## config.mk

```make
export PLATFORM = sky130hd
export DESIGN_NAME = sum_bcd_converter
export DESIGN_NICKNAME = d
export VERILOG_FILES = /design/src/rtl/sum_bcd_converter.sv
export SDC_FILE = /design/constraint.sdc
export NUM_CORES = 1
export LEC_CHECK = 0
export ABC_AREA = 1
export ABC_CLOCK_PERIOD_IN_PS = 1600
export CAP_MARGIN = 30
export CORE_ASPECT_RATIO = 0.75
export CORE_MARGIN = 2
export CORE_UTILIZATION = 35
export DETAILED_ROUTE_END_ITERATION = 7
export HOLD_SLACK_MARGIN = 0.15
export PLACE_DENSITY = 0.52
export SYNTH_ARGS = -nofsm -noshare
export SYNTH_HDL_FRONTEND = slang
export SYNTH_SLANG_ARGS = --single-unit
```

## constraint.sdc

```tcl
create_clock -name clk -period 1.6 [get_ports clk]
set_input_delay 0.32 -clock clk [delete_from_list [all_inputs] [get_ports clk]]
set_output_delay 0.32 -clock clk [all_outputs]
set_load 0.01 [all_outputs]
```

## src/rtl/sum_bcd_converter.sv

```systemverilog
// Binary-to-BCD converter (shift-and-add-3), one input bit per clock.
// Latency: start sampled at E0, shifts at E1..E_IN_WIDTH, done pulses the cycle after (IN_WIDTH+1 edges).
// Backpressure: none; start is ignored while busy, accepted again in the done cycle.
module sum_bcd_converter #(
    parameter int IN_WIDTH = 5,
    parameter int DIGITS   = 2
) (
    input  logic                  clk,
    input  logic                  rst_n,
    input  logic                  start,
    input  logic [IN_WIDTH-1:0]   sum_in,
    output logic [4*DIGITS-1:0]   bcd_out,
    output logic                  busy,
    output logic                  done,
    output logic                  overflow
);

    localparam int BW = 4 * DIGITS;
    localparam int CW = $clog2(IN_WIDTH + 1);

    typedef enum logic {
        IDLE,
        SHIFT
    } state_t;

    state_t              state;
    state_t              state_nxt;

    logic [IN_WIDTH-1:0] shreg;
    logic [IN_WIDTH-1:0] shreg_nxt;
    logic [BW-1:0]       scratch;
    logic [BW-1:0]       scratch_adj;
    logic [BW-1:0]       scratch_nxt;
    logic                sticky;
    logic                carry_out;
    logic                top_ge10;
    logic [CW-1:0]       cnt;
    logic                last_shift;

    // The counter reaching 1 while shifting marks the final shift of this conversion.
    assign last_shift = (state == SHIFT) && (cnt == CW'(1));

    // FSM state register.
    always_ff @(posedge clk or negedge rst_n) begin
        if (!rst_n) begin
            state <= IDLE;
        end else begin
            state <= state_nxt;
        end
    end

    // Next-state logic: leave IDLE on start, return after the last shift.
    always_comb begin
        state_nxt = state;
        case (state)
            IDLE:    if (start)      state_nxt = SHIFT;
            SHIFT:   if (last_shift) state_nxt = IDLE;
            default: state_nxt = IDLE;
        endcase
    end

    // Add-3 adjustment of every digit >= 5, then the one-bit left shift of {scratch, shreg}.
    always_comb begin
        scratch_adj = scratch;
        for (int i = 0; i < DIGITS; i++) begin
            if (scratch[4*i +: 4] >= 4'd5) begin
                scratch_adj[4*i +: 4] = scratch[4*i +: 4] + 4'd3;
            end
        end
        scratch_nxt = {scratch_adj[BW-2:0], shreg[IN_WIDTH-1]};
        shreg_nxt   = shreg << 1;
        carry_out   = scratch_adj[BW-1];
        // A top digit above 9 after the final shift also means the value did not fit.
        top_ge10    = (scratch_nxt[BW-1 -: 4] >= 4'd10);
    end

    // Datapath: load on accepted start, shift while busy, publish result on the last shift.
    always_ff @(posedge clk or negedge rst_n) begin
        if (!rst_n) begin
            shreg    <= '0;
            scratch  <= '0;
            sticky   <= 1'b0;
            cnt      <= '0;
            bcd_out  <= '0;
            busy     <= 1'b0;
            done     <= 1'b0;
            overflow <= 1'b0;
        end else begin
            done <= 1'b0;
            case (state)
                IDLE: begin
                    if (start) begin
                        shreg   <= sum_in;
                        scratch <= '0;
                        sticky  <= 1'b0;
                        cnt     <= CW'(IN_WIDTH);
                        busy    <= 1'b1;
                    end
                end
                SHIFT: begin
                    scratch <= scratch_nxt;
                    shreg   <= shreg_nxt;
                    sticky  <= sticky | carry_out;
                    cnt     <= cnt - CW'(1);
                    if (last_shift) begin
                        bcd_out  <= scratch_nxt;
                        overflow <= sticky | carry_out | top_ge10;
                        done     <= 1'b1;
                        busy     <= 1'b0;
                    end
                end
                default: ;
            endcase
        end
    end

endmodule

```

==> results.md, run 1 <==
- I/O pin count: 19
- WS Path Type: register to output port
- Top post-synthesis cells by area: dfrtp_1, nand2_1, ha_1
- Pre-antenna DRT Iters: 4
- CTS buffer count: 5
- Synth async-reset ratio: 100.0%
- GPL Wtd Cong: 0.7830
- Clock Skews: 0.005408 ns
- Top cells by count, synth: nand2_1, dfrtp_1, inv_1
- Final period util: 94.02%
- Tot GR Track Use: 13.43%
- Worst-Margin Slew: 0.4042 ns
- Pin count of the biggest net entering global routing: 30
- Static leakage: 0.0007946 uW
- Hold Buf Count CTS: 0
- Most used DFF post-synth: dfrtp_1
- CP Capture Type: output port
- FF-to-FF End: overflow$_DFFE_PN0P_
- Die width: ~76 um
- Die area: 4425 um2
- Syn nets: 160
- FMAX: 0.6648 GHz
- Vias: 1047
- Initial antenna violation count: 0
- Synth area leader: dfrtp_1
- Critical path, cell by cell: clkdlybuf4s50_1
- Max Cap Viol: 0
- Aggregate routed wire length: 2710 um
- Rows: 19
- Slew margin rel.: 73.02%
- Max IR drop VDD: about 0.00075 V
- Post-synth EDFFs: 0
- Clock latency on the worst-skew pair: 0.28 ns
- Yosys reg bits: 29
- Root Buffer: clkbuf_8
- Post-layout instance area: 1674 um2
- Hold Crit Class: primary input to asynchronous set/reset pin
- Area grow syn2layout: 22.53%
- Ant. Diodes: 0
- ANT nets after route: 0
- Cell family with most CP delay: buffers and inverters
- Crit Path Max Fanout: 2
- Critical-path top delay cell: clkdlybuf4s50_1
- Number of library cell types mapped by synthesis: 22
- Initial Util: between 30% and 40%
- Yosys warns: 0
- Final Critical Period: 1.504 ns
- Nets: between 150 and 200
- R2r worst-path depth: 10
- Final setup violation count: 0
- Instance count of the mapped netlist: 146
- Unrepaired setup endpoints after global routing: false
- Clock Sinks: 29
- Top-count cell post-synth: nand2_1
- Clk buf depth: 2
- Clk pin slew, worst setup/hold paths: roughly 0.06 ns
- GR Overflow Total: 0
- Die Span Y: 58.11 um
- Number of global-route vias before repair: between 1k and 1.5k
- WP data required: 1.28 ns
- Power Dens Cells: 2139 nW/um2
- Outcome: completed
- Worst path bufs/invs: 1
- Critical path startpoint: busy$_DFFE_PN0P_
- Final HPWL DP: 1874 um
- CTS tree: yes
- First-pass GRT wire length: between 4000 and 5000 um
- Register area share after synthesis: 53.11%
- Core area: ~3700 um2
- Worst flop-to-flop path startpoint: scratch[4]$_DFFE_PN0P_
- Final Hold Violating Endpoints: 0
- Crit path launch type: register
- Slowest stage delay, CP: between 0.5 and 0.6 ns
- H-tree depth: 2
- Setup_tns: 0 ns
- Syn avg cell area: 9.358 um2
- Avg WL per Cell: about 12 um
- Drt initial violations: 24
- Via-to-Cell Ratio: 4.738
- Arrival @ worst endpoint: 1.18 ns
- Placed cell areas: 1588 um2
- Yosys top cell area share: 53.11%
- Layout cells sized above 1: 10.06%
- Reg2Reg Setup Slack: 0.16 ns
- Port bufs: 18
- Slew Viols, Final: 0
- Cell Area, Synth: between 1000 and 1500 um2
- DRC: 0
==> sequential cells by signal, indices dropped and copies added (netlist names) <==
signal and flops:
bcd_out 8, state 1, overflow 1, done 1, shreg 5, cnt 3, scratch 8, busy 1
sticky 1
==> layout by cell type (no fill, tap or decap), drive strengths merged <==
master and count:
nand2 38, dfrtp 29, inv 21, clkdlybuf4s50 18, o21ai 18, o22ai 9
clkbuf 7, ha 6, nor2 6, nand3 5, a21oi 4, o211ai 2
xor2 2, nand4 2, buf 2
==> report_power, final <==
group	total, uW	internal [uW]	leakage (uW)	switching (uW)
sequential	1320	1080	0.000358	242
clock	606	340	0.0000443	265
combinational	1660	697	0.000393	958
==> stage by stage <==
stage / hold WS, ns / power (uW) / util [%] / cells / setup WS, ns
floorplan: 0.02441 / 2482 / - / 146 / 0.3401
global placement: 0.4753 / 2933 / 42.81 / 214 / 0.1663
detailed placement: 0.4789 / 2997 / 42.81 / 214 / 0.1290
CTS: 0.4340 / 3615 / 45.14 / 221 / 0.07883
global route: 0.4515 / 3894 / 45.14 / 221 / 0.01758
finish: 0.4194 / 3582 / 45.14 / 221 / 0.09570
==> cell families (layout without fill, tap and decap cells) <==
logic type | Yosys count | count (layout) | synth area share, %
flops | 29 | 29 | 53.11
simple gates | 51 | 51 | 17.49
xor+xnor | 2 | 2 | 1.282
fa+ha+maj | 6 | 6 | 5.494
compound gates | 33 | 33 | 13.83
buf+inv | 25 | 48 | 8.791
==> per-layer routing <==
metal	GRT usage [%]	share of wire, %	vias to the layer above
met5	0	0	-
met4	5.455	1.0	0
met3	5.919	5.9	6
met2	20.28	44	28
met1	17.11	49	492
li1	-	-	521
==> worst max-delay path by stage <==
stage	end	slack, ns	depth (start not counted)
final	busy	0.1	1
after global routing	overflow$_DFFE_PN0P_	0.02	10
after CTS	busy	0.08	1
after detailed placement	cnt[2]$_DFFE_PN0P_	0.13	6
after global placement	cnt[2]$_DFFE_PN0P_	0.17	6
after floorplan	scratch[2]$_DFFE_PN0P_	0.34	7
==> final cells by class <==
class	count	area [um2]
fillers	380	2034
flip-flops and latches	29	725.7
multi-input cells	92	520.5
repair buffers	20	195.2
clock buffers	7	86.33
inverters	21	81.33
well taps	52	65.06
==> what timing repair did <==
action                     4_1_cts  5_1_grt
gates resized for setup          0        1
buffers inserted                 0        0
setup endpoints to repair        0        1
Note: power is estimated with default switching activity, not from simulation.
==> inputs of run 2 (changes only) <==
--- a/config.mk
+++ b/config.mk
@@ -13,4 +13,5 @@
 export CORE_UTILIZATION = 35
 export DETAILED_ROUTE_END_ITERATION = 7
+export GPL_TIMING_DRIVEN = 0
 export HOLD_SLACK_MARGIN = 0.15
 export PLACE_DENSITY = 0.52
==> constraint.sdc (replaced) <==
create_clock -name clk -period 1.6 [get_ports clk]
set_input_delay 0.4 -clock clk [delete_from_list [all_inputs] [get_ports clk]]
set_output_delay 0.4 -clock clk [all_outputs]
set_load 0.01 [all_outputs]
==> run 2 against run 1 <==
Largest power group unchanged. Fmax is 3.3% lower. Final area is 3.0% higher. Sequential cell count stayed put. Core utilization is 1.3 points higher. Clock skew is 0.0017 ns lower. Via count is 0.76% lower. Clock-buffer cell count is 1 higher. Setup slack worse by 0.051 ns. Non-clock buffer count is 3 higher. Sequential power is 3% lower. Total power is 0.47% higher. Cell count is 1.8% higher.
==> results.md, run 2 (synthesis results as in run 1) <==
- Worst path bufs/invs: 1 (unchanged)
- Hold depth: 2
- Unrepaired setup endpoints after global routing: false (unchanged)
- Reg2Reg Setup Slack: 0.13 ns (was 0.16 ns)
- Postcts setup bufs: 0 (unchanged)
- Final Critical Period: 1.555 ns (was 1.504 ns)
- Final Hold Violating Endpoints: 0 (unchanged)
- Crit Path Max Fanout: 2 (unchanged)
- Clock latency on the worst-skew pair: 0.28 ns (about the same)
- FF+latch area: 725.7 um2 (unchanged)
- Clock Sinks: 29 (unchanged)
- Combinational fraction of design power: 48.4% (was 46.2%)
- Nets: 186 (was 183)
- Worst-Margin Slew: 0.7931 ns (was 0.4042 ns)
- Final period util: 97.18% (was 94.02%)
- Crit path launch type: register (unchanged)
- Initial Util: 36.84% (unchanged)
- Final HPWL DP: 2008 um (was 1874 um)
- Tot GR Track Use: 13.96% (was 13.43%)
- Die Span Y: 58.11 um (unchanged)
- WP data required: 1.20 ns (was 1.28 ns)
- Critical-path top delay cell: clkdlybuf4s50_1 (unchanged)
- Root Buffer: clkbuf_8 (unchanged)
- Core area: 3709 um2 (unchanged)
- Number of global-route vias before repair: 1019 (was 1033)
- Setup WS post-layout: 0.04510 ns (was 0.09570 ns)
- Area grow syn2layout: 26.19% (was 22.53%)
- Switch share: 41.13% (was 40.92%)
- Most frequent cells in the layout: nand2_1, dfrtp_1, inv_1 (unchanged)
- Clock Skews: 0.003714 ns (was 0.005408 ns)
- Internal Power: 2119 uW (was 2116 uW)
- Area of the multi-input gates: 520.5 um2 (unchanged)
- Max Cap Viol: 0 (unchanged)
- Net Sw Power: 1480 uW (was 1466 uW)
- Aggregate routed wire length: 2775 um (was 2710 um)
- Initial antenna violation count: 0 (unchanged)
- Outcome: completed (unchanged)
- Pre-CTS setup slack: -0.1259 ns (was 0.1290 ns)
- Pre-antenna DRT Iters: 5 (was 4)
- Die width: 76.15 um (unchanged)
- Slew margin rel.: 46.96% (was 73.02%)
- Pin count of the biggest net entering global routing: 17 (was 30)
- GPL Wtd Cong: 0.7214 (was 0.7830)
- CP Capture Type: output port (unchanged)
- Rows: 19 (unchanged)
- Crit. path cell count: 1 (unchanged)
- Layout fillers: 369 (was 380)
- Top Registers: bcd_out x8, scratch x8, shreg x5 (unchanged)
- Hold Crit Class: register to register (was primary input to asynchronous set/reset pin)
- Cell family with most CP delay: buffers and inverters (unchanged)
- Via-to-Cell Ratio: 4.618 (was 4.738)
- CTS buffer count: 5 (unchanged)
- R2r worst-path depth: 7 (was 10)
- Clk pin slew, worst setup/hold paths: 0.06 ns (about the same)
- H-tree depth: 2 (unchanged)
- FMAX: 0.6431 GHz (was 0.6648 GHz)
- GR Overflow Total: 0 (unchanged)
- First-pass GRT wire length: 4712 um (was 4547 um)
- Vias: 1039 (was 1047)
- Avg WL per Cell: 12.33 um (was 12.26 um)
- Die area: 4425 um2 (unchanged)
- Drt initial violations: 44 (was 24)
- WS Path Type: register to output port (unchanged)
- DRC: 0 (unchanged)
- Final setup violation count: 0 (unchanged)
- Clock power share: 16.1% (was 16.9%)
- Seq pwr share: 35.5% (was 36.9%)
- Slew Viols, Final: 0 (unchanged)
- Layout cells sized above 1: 10.98% (was 10.06%)
- Placed cell areas: 1627 um2 (was 1588 um2)
- CTS tree: yes (unchanged)
- Slowest stage delay, CP: 0.53 ns (was 0.55 ns)
- Clk buf depth: 2 (unchanged)
- Power Dens Cells: 2087 nW/um2 (was 2139 nW/um2)
- Ant. Diodes: 0 (unchanged)
- Max IR drop VDD: 0.0008631 V (was 0.0007470 V)
- Post-layout instance area: 1724 um2 (was 1674 um2)
- Port bufs: 18 (unchanged)
- Static leakage: 0.0008889 uW (was 0.0007946 uW)
- Critical path, cell by cell: clkdlybuf4s50_1 (unchanged)
- ANT nets after route: 0 (unchanged)
- Arrival @ worst endpoint: 1.15 ns (was 1.18 ns)
- I/O pin count: 19 (unchanged)
- Commonest non-fill, non-tap cell in the layout: nand2_1 (unchanged)
==> run 2: changes by cell type in the layout (fill, tap and decap cells not counted), sizes merged <==
| cell | previous run | this run |
|---|---|---|
| dlymetal6s2s | 0 | 7 |
| clkdlybuf4s50 | 18 | 11 |
| clkbuf | 7 | 8 |
| buf | 2 | 5 |
==> run 2: what timing repair did <==
action,CTS,global route
hold buffers,0,0
setup endpoints to repair,0,7
endpoints found under the hold margin,0,0
gates resized for setup,0,7
==> run 2: layout make-up <==
| cell class | count | area share (%) |
|---|---|---|
| plain buffers | 4 | 2.250 |
| well taps | 52 | 3.774 |
| repair buffers | 19 | 12.34 |
| clock buffers | 8 | 4.644 |
| inverters | 21 | 4.717 |
| multi-input cells | 92 | 30.19 |
| flip-flops and latches | 29 | 42.09 |
==> run 2: through the flow <==
step | hold slack (ns) | power (uW) | TNS (ns) | cells | utilization (%)
final | 0.4899 | 3599 | 0 | 225 | 46.49
after global routing | 0.5280 | 3934 | 0 | 225 | 46.49
after CTS | 0.4991 | 3654 | 0 | 225 | 46.02
after detailed placement | 0.4810 | 3065 | -0.5514 | 217 | 43.86
after global placement | 0.4755 | 3000 | -12.24 | 216 | 43.45
after floorplan | 0.1044 | 2482 | 0 | 146 | -
==> run 2: layer usage <==
metal	part of all wire, %	GRT usage [%]	vias to the layer above
met4	0.47	5.714	0
met3	3.8	6.386	2
met2	43	19.64	20
met1	52	18.75	488
li1	-	-	529
met5	0	0	-
==> run 2: worst paths after layout <==
| check | startpoint | endpoint |
|---|---|---|
| max | bcd_out[3]$_DFFE_PN0P_ | bcd_out[3] |
| min | bcd_out[1]$_DFFE_PN0P_ | bcd_out[1]$_DFFE_PN0P_ |
| max reg2reg | scratch[0]$_DFFE_PN0P_ | scratch[2]$_DFFE_PN0P_ |
| min reg2reg | bcd_out[1]$_DFFE_PN0P_ | bcd_out[1]$_DFFE_PN0P_ |
| max in group asynchronous | rst_n | bcd_out[2]$_DFFE_PN0P_ |
| min in group asynchronous | rst_n | done$_DFF_PN0_ |
==> run 2: power by group through the flow <==
stage	clock network [uW]	logic, uW	registers, uW
CTS	592	1780	1280
global placement	0	1720	1280
finish	579	1740	1280
global route	639	1970	1330
detailed placement	0	1770	1290
floorplan	0	1160	1320
